File: src/rtl/timer_ctrl.sv
// Programmable period timer: one-shot or periodic counting with hold, abort and
// rejected-start error reporting. All outputs are registered.
module timer_ctrl #(
    parameter int WIDTH = 8
) (
    input  logic             clk,
    input  logic             rst,
    input  logic             start,
    input  logic             abort,
    input  logic             hold,
    input  logic             mode,
    input  logic [WIDTH-1:0] period,
    output logic [WIDTH-1:0] count,
    output logic             tick,
    output logic             done,
    output logic             busy,
    output logic             err,
    output logic [1:0]       state
);

    localparam logic [1:0] S_IDLE = 2'd0;
    localparam logic [1:0] S_RUN  = 2'd1;
    localparam logic [1:0] S_HOLD = 2'd2;
    localparam logic [1:0] S_DONE = 2'd3;

    logic [1:0]       r_state;
    logic [WIDTH-1:0] r_count;
    logic             r_tick;
    logic             r_done;
    logic             r_busy;
    logic             r_err;
    logic [WIDTH-1:0] r_period_q;
    logic             r_mode_q;

    logic [1:0]       w_state_nxt;
    logic [WIDTH-1:0] w_count_nxt;
    logic             w_tick_nxt;
    logic             w_err_nxt;
    logic [WIDTH-1:0] w_period_nxt;
    logic             w_mode_nxt;
    logic             w_period_ok;
    logic             w_terminal;

    assign w_period_ok = (period != '0);
    // period_q is never zero while counting, so the subtraction cannot underflow there.
    assign w_terminal  = (r_count == (r_period_q - WIDTH'(1)));

    always_comb begin
        // NOTE: every output of this block gets a default first, so no path can infer a latch.
        w_state_nxt  = r_state;
        w_count_nxt  = r_count;
        w_tick_nxt   = 1'b0;
        w_err_nxt    = 1'b0;
        w_period_nxt = r_period_q;
        w_mode_nxt   = r_mode_q;

        case (r_state)
            S_IDLE, S_DONE: begin
                if (abort) begin
                    w_state_nxt = S_IDLE;
                    w_count_nxt = '0;
                end else if (start) begin
                    if (w_period_ok) begin
                        w_state_nxt  = S_RUN;
                        w_count_nxt  = '0;
                        w_period_nxt = period;
                        w_mode_nxt   = mode;
                    end else begin
                        w_err_nxt = 1'b1;
                    end
                end
            end

            S_RUN: begin
                if (abort) begin
                    w_state_nxt = S_IDLE;
                    w_count_nxt = '0;
                end else begin
                    w_err_nxt = start;
                    if (hold) begin
                        w_state_nxt = S_HOLD;
                    end else if (w_terminal) begin
                        w_count_nxt = '0;
                        w_tick_nxt  = 1'b1;
                        w_state_nxt = r_mode_q ? S_RUN : S_DONE;
                    end else begin
                        w_count_nxt = r_count + WIDTH'(1);
                    end
                end
            end

            S_HOLD: begin
                if (abort) begin
                    w_state_nxt = S_IDLE;
                    w_count_nxt = '0;
                end else begin
                    w_err_nxt = start;
                    // Releasing hold only re-enters RUN; the count advances on the cycle after.
                    if (!hold) begin
                        w_state_nxt = S_RUN;
                    end
                end
            end

            default: begin
                w_state_nxt = S_IDLE;
                w_count_nxt = '0;
            end
        endcase
    end

    always_ff @(posedge clk) begin
        // NOTE: state registers use non-blocking assignments so every flop samples pre-edge values.
        if (rst) begin
            r_state    <= S_IDLE;
            r_count    <= '0;
            r_tick     <= 1'b0;
            r_done     <= 1'b0;
            r_busy     <= 1'b0;
            r_err      <= 1'b0;
            r_period_q <= '0;
            r_mode_q   <= 1'b0;
        end else begin
            r_state    <= w_state_nxt;
            r_count    <= w_count_nxt;
            r_tick     <= w_tick_nxt;
            r_done     <= (w_state_nxt == S_DONE);
            r_busy     <= (w_state_nxt == S_RUN) || (w_state_nxt == S_HOLD);
            r_err      <= w_err_nxt;
            r_period_q <= w_period_nxt;
            r_mode_q   <= w_mode_nxt;
        end
    end

    assign state = r_state;
    assign count = r_count;
    assign tick  = r_tick;
    assign done  = r_done;
    assign busy  = r_busy;
    assign err   = r_err;

endmodule

File: config.mk
export PLATFORM = sky130hd
export DESIGN_NAME = timer_ctrl
export DESIGN_NICKNAME = d
export VERILOG_FILES = /design/src/rtl/timer_ctrl.sv
export SDC_FILE = /design/constraint.sdc
export NUM_CORES = 1
export LEC_CHECK = 0
export ABC_CLOCK_PERIOD_IN_PS = 7400
export CAP_MARGIN = 20
export CORE_ASPECT_RATIO = 0.75
export CORE_MARGIN = 5
export CORE_UTILIZATION = 55
export DETAILED_ROUTE_END_ITERATION = 8
export PLACE_DENSITY_LB_ADDON = 0.1
export SETUP_SLACK_MARGIN = 0.5
export SYNTH_ARGS = -nofsm -noshare
export SYNTH_HDL_FRONTEND = slang
export SYNTH_SLANG_ARGS = --single-unit
File: constraint.sdc
create_clock -name clk -period 7.4 [get_ports clk]
set_clock_uncertainty 0.05 [all_clocks]
set_input_delay 0.74 -clock clk [delete_from_list [all_inputs] [get_ports clk]]
set_output_delay 0.74 -clock clk [all_outputs]
set_load 0.03 [all_outputs]
==> reports/qor.yml <==
crit_path_end_kind: "register"
finalMaxSlewViolations: 0
startpoint_type: "register"
async_reset_ff_frac: 0
drv_cap: 0
ys_seq_elements: 23
fin_tns_setup_ps: 0
final_cells: 231
peakVddDrop_uv: 93.97
cp-startpoint: "r_period_q[0]$_SDFFE_PP0P_"
leakagePower_uw: 0.0006683
r2r_cells: 10
portBuffers: 27
seqPwrFrac: 0.548
layout.nets: 215
cts.clk_slew.worst_paths_ps: 130
synth_top_area_cell: "dfxtp_1"
grt_max_degree: 20
synth_edf_count: 0
synthesis.area_mm2: 0.001424
worstMarginPinSlew_ps: 663.7
synth_top_area_share: 0.3234
via_count: 1345
yosysSeqAreaShare: 0.3234
hold_buffers: 0
cts_tree: "yes"
worst_slack_ps: 4267
clkPwrFrac: 0.245
multiInputGateArea_um2: 878.3
netSwitchingPower_uw: 68.68
die_area_mm2: 0.003717
grt_first_pass_wirelength_um: 5430
internal_power_uw: 172.5
status: "finished clean"
gp_congestion: 0.8435
worst_hold_slack_ps: 484.3
r2r_start: "r_period_q[0]$_SDFFE_PP0P_"
hold_path.class: "register to register"
grt_usage: 0.1952
syn_inst: 175
drt_iter0_drc: 85
row_count: 16
drive_gt1_frac: 0.05128
synthFlopType: "dfxtp_1"
clockBufferDepth: 2
dp_hpwl_um: 2553
antenna_found_initial: 0
synth_area_per_cell_um2: 8.136
finalCriticalPeriod_ps: 3133
cts.repair.resized: 0
p_comb_frac: 0.207
setup_viol: 0
grt_remaining_overflow: 0
crit_fanout: 18
syn2layout_area_growth_pct: 20.47
core-area_mm2: 0.002542
fin_crit_sh: 0.4234
seq_area_um2: 460.4
fillCellCount: 225
worstReg2RegEnd: "busy$_SDFF_PP0_"
grt_pass1_vias: 1188
worst-setup-path-type: "register to register"
die_w_um: 68.75
switching_share: 0.2847
num_antenna_cells: 0
drt-wirelength-per-cell_um: 14.54
ys.warnings.count: 0
worstPathArrival_ps: 3280
numClockSinks: 23
yosysMostFrequentCell: "dfxtp_1"
required_ps: 7550
ff2ff_setup_slack_ps: 4270
via_per_inst: 5.823
synth.distinct_cells: 42
cts_buffers: 3
rsz0062_at_grt: "false"
synth_area_leaders: "dfxtp_1 32%, mux2i_1 8.4%, nor2_1 5.5%"
place_ws_ps: 4283
critPathCapture: "busy$_SDFF_PP0_"
synth.cells.most_frequent: "23 x dfxtp_1, 21 x nor2_1, 12 x mux2i_1"
clock.fmax_mhz: 319.2
drt_pre_antenna_iters: 4
antenna_violating_nets_post_route: 0
wl_um: 3358
num_io_pins: 28
die_height_um: 54.07
finalHoldViolations: 0
cts_htree_levels: 1
syn-num-nets: 194
post-route-util: 0.6747
drcViolationCount: 0
postCtsSetupRepairBufs: 0
place_inst: 227
clock-root-buffer: "clkbuf_4"
clock_latency_ps: 320
maxSlewHeadroom: 0.5561
p_per_area_mw_per_mm2: 140.6
start_util: 0.5600
[metrics by stage]
stage / area, um^2 / total power (uW)
after floorplan: 1424 / 168.4
after global placement: 1688 / 182.5
after detailed placement: 1688 / 184.3
after CTS: 1715 / 243.3
after global routing: 1715 / 256.2
final: 1715 / 241.2
[worst min-delay path by stage]
stage	start	to	slack (ps)	cells after the start
detailed placement	count[1]$_SDFFE_PP0P_	count[1]$_SDFFE_PP0P_	470	2
global route	count[7]$_SDFFE_PP0P_	count[7]$_SDFFE_PP0P_	510	1
finish	count[1]$_SDFFE_PP0P_	count[1]$_SDFFE_PP0P_	480	2
floorplan	r_mode_q$_SDFFE_PP0P_	r_mode_q$_SDFFE_PP0P_	410	2
CTS	count[1]$_SDFFE_PP0P_	count[1]$_SDFFE_PP0P_	490	2
global placement	count[7]$_SDFFE_PP0P_	count[7]$_SDFFE_PP0P_	450	1
[per-layer routing]
metal	vias up	share of wire	routed length, um	GRT usage
met5	-	0	0	0
met4	0	0.010	34	0.06796
met3	6	0.072	242	0.05010
met2	55	0.44	1489	0.2916
met1	615	0.47	1593	0.2706
li1	669	-	-	-
[cell families after synthesis]
kind of cell               count (synthesis)  share of synthesized area
DFF                                       23                     0.3234
xor gates and xnor gates                   9                    0.05536
adders and majority gates                  5                    0.04394
buffers and inverters                     20                    0.05975
AOI/OAI and AO/OA                         32                     0.1547
and+or+nand+nor                           74                     0.2786
muxes                                     12                    0.08436
[power groups by stage]
| stage | Combinational [uW] | Clock, uW | Sequential, uW |
|---|---|---|---|
| after floorplan | 33.0 | 0 | 135 |
| after global placement | 47.7 | 0 | 135 |
| after detailed placement | 49.3 | 0 | 135 |
| after CTS | 49.6 | 61.5 | 132 |
| after global routing | 54.4 | 68.7 | 133 |
| final | 49.9 | 59.1 | 132 |
[layout make-up]
| class | count | area share |
|---|---|---|
| Inverter | 9 | 0.01969 |
| Timing Repair Buffer | 27 | 0.1575 |
| Clock buffer | 3 | 0.01313 |
| Clock inverter | 1 | 0.002918 |
| Sequential cell | 23 | 0.2684 |
| Multi-Input combinational cell | 132 | 0.5120 |
| Tap cell | 36 | 0.02626 |
[placed cells by master (no fill, tap or decap), types with 2 or more instances in the layout]
cell type | synthesis | routed
and3_1 | 3 | 3
nand3_1 | 6 | 6
nor3_1 | 7 | 7
clkbuf_4 | 0 | 3
ha_1 | 5 | 5
nand4_1 | 7 | 7
a21oi_1 | 10 | 10
xor2_1 | 3 | 3
o31a_1 | 2 | 2
o22ai_1 | 3 | 3
or2_2 | 3 | 3
and2_1 | 2 | 2
nand2_1 | 10 | 10
nand4b_1 | 3 | 3
nor2_1 | 21 | 21
a31oi_1 | 2 | 2
dfxtp_1 | 23 | 23
mux2i_1 | 12 | 12
o21bai_1 | 2 | 2
nor4_1 | 3 | 3
a221oi_1 | 2 | 2
inv_1 | 9 | 9
clkdlybuf4s50_1 | 0 | 27
nor2b_1 | 3 | 3
nand2b_1 | 3 | 3
xnor2_1 | 6 | 6
[sequential cells by signal (all words and copies together), names as in the netlist]
signal	count
err	1
r_mode_q	1
state	2
busy	1
count	8
tick	1
done	1
r_period_q	8
[worst max-delay path, cell delays in order, from the launching register on]
cell and delay [ps]:
dfxtp_1 510, inv_1 80, ha_1 310, o21ba_2 230, a221oi_1 280, a41oi_1 80, a211o_1 470, or4_1 530
nand3_1 110, ha_1 230, nor2b_1 130
(Power assumes the default switching activity.)
